--- src/rtl/pipe_pkg.sv ---
// Shared types and constants for the skid-buffered pipeline stage register.
package pipe_pkg;

    typedef enum logic [1:0] {
        EMPTY = 2'd0,
        BUSY  = 2'd1,
        FULL  = 2'd2
    } pipe_skid_state_t;

    localparam logic [1:0] OCC_EMPTY = 2'd0;
    localparam logic [1:0] OCC_ONE   = 2'd1;
    localparam logic [1:0] OCC_TWO   = 2'd2;

endpackage

--- src/rtl/pipe_skid_reg_if.sv ---
// Valid/ready handshake bundle for one pipeline stage: upstream (in_*) and downstream (out_*) sides.
interface pipe_skid_reg_if #(
    parameter int unsigned W = 32
) ();

    logic         in_valid;
    logic         in_ready;
    logic [W-1:0] in_data;
    logic         out_valid;
    logic         out_ready;
    logic [W-1:0] out_data;

    // Producer/consumer side that surrounds the stage
    modport master (
        output in_valid,
        output in_data,
        output out_ready,
        input  in_ready,
        input  out_valid,
        input  out_data
    );

    // The stage itself
    modport slave (
        input  in_valid,
        input  in_data,
        input  out_ready,
        output in_ready,
        output out_valid,
        output out_data
    );

endinterface

--- src/rtl/pipe_skid_reg.sv ---
// Pipeline stage register with one-entry skid buffer, registered in_ready and synchronous flush.
// Optional stall statistics counter is compiled in with PIPE_SKID_STAT_EN.
module pipe_skid_reg
    import pipe_pkg::*;
#(
    parameter int unsigned W        = 32,
    parameter bit          CLR_DATA = 1'b1
`ifdef PIPE_SKID_STAT_EN
   ,parameter int unsigned CNT_W    = 16
`endif
) (
    input  logic             clk,
    input  logic             reset,
    input  logic             flush,
    pipe_skid_reg_if.slave   bus,
    output logic [1:0]       occupancy
`ifdef PIPE_SKID_STAT_EN
   ,output logic [CNT_W-1:0] stall_cnt
`endif
);

    pipe_skid_state_t r_state;
    logic             r_out_valid;
    logic             r_in_ready;
    logic [1:0]       r_occ;
    logic [W-1:0]     r_main;
    logic [W-1:0]     r_skid;

    logic             w_push;
    logic             w_pop;

    assign w_push = bus.in_valid && r_in_ready;
    assign w_pop  = r_out_valid && bus.out_ready;

    // State, handshake outputs and payload all update together so outputs stay registered
    always_ff @(posedge clk or posedge reset) begin
        if (reset) begin
            r_state     <= EMPTY;
            r_out_valid <= 1'b0;
            r_in_ready  <= 1'b1;
            r_occ       <= OCC_EMPTY;
            r_main      <= '0;
            r_skid      <= '0;
        end else if (flush) begin
            r_state     <= EMPTY;
            r_out_valid <= 1'b0;
            r_in_ready  <= 1'b1;
            r_occ       <= OCC_EMPTY;
            if (CLR_DATA) begin
                r_main <= '0;
                r_skid <= '0;
            end
        end else begin
            case (r_state)
                EMPTY: begin
                    if (w_push) begin
                        r_main      <= bus.in_data;
                        r_state     <= BUSY;
                        r_out_valid <= 1'b1;
                        r_in_ready  <= 1'b1;
                        r_occ       <= OCC_ONE;
                    end
                end
                BUSY: begin
                    if (w_push && w_pop) begin
                        r_main <= bus.in_data;
                    end else if (w_push) begin
                        r_skid      <= bus.in_data;
                        r_state     <= FULL;
                        r_out_valid <= 1'b1;
                        r_in_ready  <= 1'b0;
                        r_occ       <= OCC_TWO;
                    end else if (w_pop) begin
                        r_state     <= EMPTY;
                        r_out_valid <= 1'b0;
                        r_in_ready  <= 1'b1;
                        r_occ       <= OCC_EMPTY;
                    end
                end
                FULL: begin
                    // Skid entry always drains behind main, preserving order
                    if (w_pop) begin
                        r_main      <= r_skid;
                        r_state     <= BUSY;
                        r_out_valid <= 1'b1;
                        r_in_ready  <= 1'b1;
                        r_occ       <= OCC_ONE;
                    end
                end
                default: begin
                    r_state     <= EMPTY;
                    r_out_valid <= 1'b0;
                    r_in_ready  <= 1'b1;
                    r_occ       <= OCC_EMPTY;
                end
            endcase
        end
    end

    assign bus.out_valid = r_out_valid;
    assign bus.in_ready  = r_in_ready;
    assign bus.out_data  = r_main;
    assign occupancy     = r_occ;

`ifdef PIPE_SKID_STAT_EN
    localparam logic [CNT_W-1:0] STALL_MAX = '1;

    logic [CNT_W-1:0] r_stall_cnt;

    // Saturating count of cycles where downstream holds off valid data; flush does not clear it
    always_ff @(posedge clk or posedge reset) begin
        if (reset) begin
            r_stall_cnt <= '0;
        end else if (r_out_valid && !bus.out_ready && (r_stall_cnt != STALL_MAX)) begin
            r_stall_cnt <= r_stall_cnt + CNT_W'(1);
        end
    end

    assign stall_cnt = r_stall_cnt;
`endif

endmodule

--- src/flat_wrapper.sv ---
// flat-port wrapper written by rule: the top's interface ports become plain ports
module pipe_skid_reg_flat import pipe_pkg::*;
#(
    parameter int unsigned W        = 32,
    parameter bit          CLR_DATA = 1'b1

)
  (clk, reset, flush, occupancy, bus_in_valid, bus_in_data, bus_out_ready, bus_in_ready, bus_out_valid, bus_out_data);
  pipe_skid_reg_if #(.W(W)) bus_i ();
  input  logic clk;
  input  logic reset;
  input  logic flush;
  output logic [1:0] occupancy;
  input wire logic [$bits(bus_i.in_valid)-1:0] bus_in_valid;
  input wire logic [$bits(bus_i.in_data)-1:0] bus_in_data;
  input wire logic [$bits(bus_i.out_ready)-1:0] bus_out_ready;
  output wire logic [$bits(bus_i.in_ready)-1:0] bus_in_ready;
  output wire logic [$bits(bus_i.out_valid)-1:0] bus_out_valid;
  output wire logic [$bits(bus_i.out_data)-1:0] bus_out_data;
  assign bus_i.in_valid = bus_in_valid;
  assign bus_i.in_data = bus_in_data;
  assign bus_i.out_ready = bus_out_ready;
  assign bus_in_ready = bus_i.in_ready;
  assign bus_out_valid = bus_i.out_valid;
  assign bus_out_data = bus_i.out_data;
  pipe_skid_reg #(.W(W), .CLR_DATA(CLR_DATA)) u_core (.clk(clk), .reset(reset), .flush(flush), .bus(bus_i), .occupancy(occupancy));
endmodule
--- config.mk ---
export PLATFORM = sky130hd
export DESIGN_NAME = pipe_skid_reg_flat
export DESIGN_NICKNAME = d
export VERILOG_FILES = /design/src/rtl/pipe_pkg.sv /design/src/rtl/pipe_skid_reg_if.sv /design/src/rtl/pipe_skid_reg.sv /design/src/flat_wrapper.sv
export SDC_FILE = /design/constraint.sdc
export NUM_CORES = 1
export LEC_CHECK = 0
export CAP_MARGIN = 15
export CORE_MARGIN = 1
export CORE_UTILIZATION = 50
export CTS_BUF_LIST = sky130_fd_sc_hd__clkbuf_2
export DETAILED_ROUTE_END_ITERATION = 8
export DONT_BUFFER_PORTS = 1
export PLACE_DENSITY = 0.73
export SLEW_MARGIN = 20
export SYNTH_ARGS = -nofsm -noshare
export SYNTH_HDL_FRONTEND = slang
export SYNTH_SLANG_ARGS = --single-unit
--- constraint.sdc ---
create_clock -name clk -period 2.4 [get_ports clk]
set_input_delay 0.24 -clock clk [delete_from_list [all_inputs] [get_ports clk]]
set_output_delay 0.24 -clock clk [all_outputs]
set_load 0.05 [all_outputs]
==> impl_metrics.ini <==
[route]
wirelength_mm = 7.33
via_per_inst = 5.68
dr_total_vias = 2538
drtIter0Drc = 184
post_drt_wl_per_cell_um = 16.4
drc_errors = 8
drtAntennaViolNets = 0
first_pass_iters = 6

[timing]
finalCritPeriodShare_pct = 90.9
timing.setup.tns_ps = 0
finalCriticalPeriod_ps = 2180
whs_ps = 50.3
setup_viol = 0
final_max_slew_viol_count = 0
fmax_mhz = 458
worst_pin_slew_ps = 826
rsz0062_at_grt = false
max_slew_margin_pct = 44.8
fin_skew_ps = 32.6
hold_viol_final = 0

[synth]
async_flop_share_pct = 100
ys_seq_area_share_pct = 50.6
synth_area_um2 = 3360
synth_ff_type = dfrtp_1
synth_compound_area_share_pct = 20.3
synth_nets = 372
synth_cells = 329
synth_top_family_by_area = compound AO/OA/AOI/OAI gates
synth_edf_count = 0
syn_area_per_cell_um2 = 10.2
yosys_warnings = 0
synth.area.mux_share_pct = 9.52
ys_ff_latch = 68
yosysUniqueCellTypes = 32
synth_xor_area_share_pct = 0
yosys.area_share.adder_pct = 2.23
synth-simple-area-share_pct = 13.0

[worst_setup_path]
crit_path_start_kind = flop
critPathMaxFanout = 12
slowest_delay_ps = 560
path_cells = buf_4 > ha_1 > nand3_1 > a21oi_4 > nand2_1 > dlygate4sd3_1 > a21oi_1
ff2ff_setup_slack_ps = 220
r2r_end = u_core.r_skid[27]
rr_startpoint = u_core.r_state[0]
crit_end = u_core.r_skid[27]
ff2ff_path_depth = 7
slowest_stage = dlygate4sd3_1
worstSetupPathType = flop to flop
crit_arrival_ps = 2600
critPathRequiredTime_ps = 2820
crit_path_start = u_core.r_state[0]
end_kind = flop

[power]
net-switching-power_mw = 2.74
clkPwrFrac_pct = 12.0
vdd_drop_max_mv = 0.844
power.internal_mw = 2.45
leakage_nw = 1.60
p_seq_share_pct = 51.3
p_sw_share_pct = 52.8
power.density_nw_per_um2 = 1310
combPwrFrac_pct = 36.7

[floorplan]
chipWidth_um = 84.0
initial_core_util_pct = 52.4
ios = 73
core_um2 = 6420
die-area_um2 = 7060
die_height_um = 84.0
num_rows = 29

[placement]
gp_congestion = 0.769
portBuffers = 0
dp_hpwl_mm = 4.48

[clock_network]
insertion_delay_ps = 480
clkTransAtPathRegs_ps = 180
h-tree-depth = 3
clkSinkCount = 68
cts_max_path_buffers = 2
cts_tree = yes
cts_made_buffers = 9
cts_root_buffer = clkbuf_2

[grt]
grt_pass1_vias = 2489
grt_max_degree = 71
grt_pass1_wl_mm = 12.3
gr-total-overflow = 0
antenna_found_initial = 0
gr-usage-all-layers_pct = 22.3

[cells_and_area]
fin_nets = 410
diodes = 0
syn_to_final_growth_pct = 17.6
final_util_pct = 61.6
final_common_cell = nand2_1
drive_gt1_share_pct = 16.5
final_cell_mix = 69 x nand2_1, 67 x dfrtp_1, 37 x a21oi_1, 37 x dlygate4sd3_1, 36 x nor2_1

[hold_path]
holdCritPathClass = primary input to flop

[run_status]
violations = design-rule violations
status = finished with violations

[job]
cap_violations = 0
==> power by group through the flow <==
stage / combinational, mW / sequential, mW / clock [mW]
6_report: 1.90 / 2.66 / 0.622
4_1_cts: 1.92 / 2.67 / 0.634
3_5_place_dp: 1.83 / 2.69 / 0
2_1_floorplan: 1.50 / 2.70 / 0
3_3_place_gp: 1.76 / 2.68 / 0
5_1_grt: 2.11 / 2.71 / 0.683
==> through the flow <==
| stage | power (mW) | area, µm² | std cells | setup WS (ps) |
|---|---|---|---|---|
| finish | 5.19 | 3960 | 447 | 218 |
| global route | 5.50 | 3960 | 447 | 70.8 |
| CTS | 5.22 | 3960 | 447 | 191 |
| detailed placement | 4.52 | 3470 | 395 | 371 |
| global placement | 4.44 | 3470 | 395 | 476 |
| floorplan | 4.19 | 3360 | 329 | 63.6 |
==> worst max-delay path, delay by kind of cell (launching register included) <==
kind                     cells  cell delay, ps
AND/OR/NAND/NOR              2             280
AO/OA/AOI/OAI                2             480
adder cells (fa/ha/maj)      1             200
buffers and inverters        2             790
flip-flops                   1             380
==> timing repair <==
action                    in CTS  in global routing
setup buffers                  0                  0
hold endpoints to repair     104                  0
resized for setup              0                  0
hold buffers                  38                  0
==> Yosys cell counts, types with 3 or more instances <==
cell	instances	area, µm²
a211oi_2	28	350
buf_6	3	33.8
mux2i_1	32	320
inv_1	3	11.3
a211oi_1	5	37.5
a21oi_1	38	190
nand2_1	69	259
buf_4	3	22.5
nor2_1	36	135
clkbuf_1	17	63.8
ha_1	6	75.1
dfrtp_1	67	1680
==> sequential cells by signal, indices dropped and copies added, names as in the netlist <==
register,cells
u_core.bus.out_data,32
u_core.bus.out_valid,1
u_core.r_skid,32
u_core.r_state,2
u_core.bus.in_ready,1
==> layer usage <==
layer  vias up  track usage (%)  wire [µm]
met5         -                0          0
met4         0             7.37         71
met3         7             6.23        462
met2        66             34.9       3500
met1      1250             30.0       3300
li1       1215                -          -
==> layout make-up <==
class                           instances  area, µm²
Multi-Input combinational cell        232       1530
Timing Repair Buffer                   53        523
Clock buffer                           10       50.0
Clock inverter                          4       42.5
Inverter                                3       11.3
Tap cell                               77       96.3
Sequential cell                        68       1700
Fill cell                             564       2470
==> cells by family after synthesis <==
logic type / after synthesis
flip-flops: 68
adder cells (fa/ha/maj): 6
AND/OR/NAND/NOR: 112
buffers and inverters: 29
AO/OA/AOI/OAI: 82
multiplexers: 32
==> how the worst min path moves through the flow <==
stage | start | to | depth (start not counted)
final | bus_in_data[4] | u_core.bus.out_data[4] | 2
after global routing | bus_in_data[21] | u_core.bus.out_data[21] | 2
after CTS | bus_in_data[17] | u_core.bus.out_data[17] | 2
after detailed placement | flush | u_core.bus.out_data[3] | 1
after global placement | flush | u_core.bus.out_data[24] | 1
after floorplan | bus_in_data[0] | u_core.r_skid[0] | 2
Note: power is estimated with default switching activity, not from simulation.
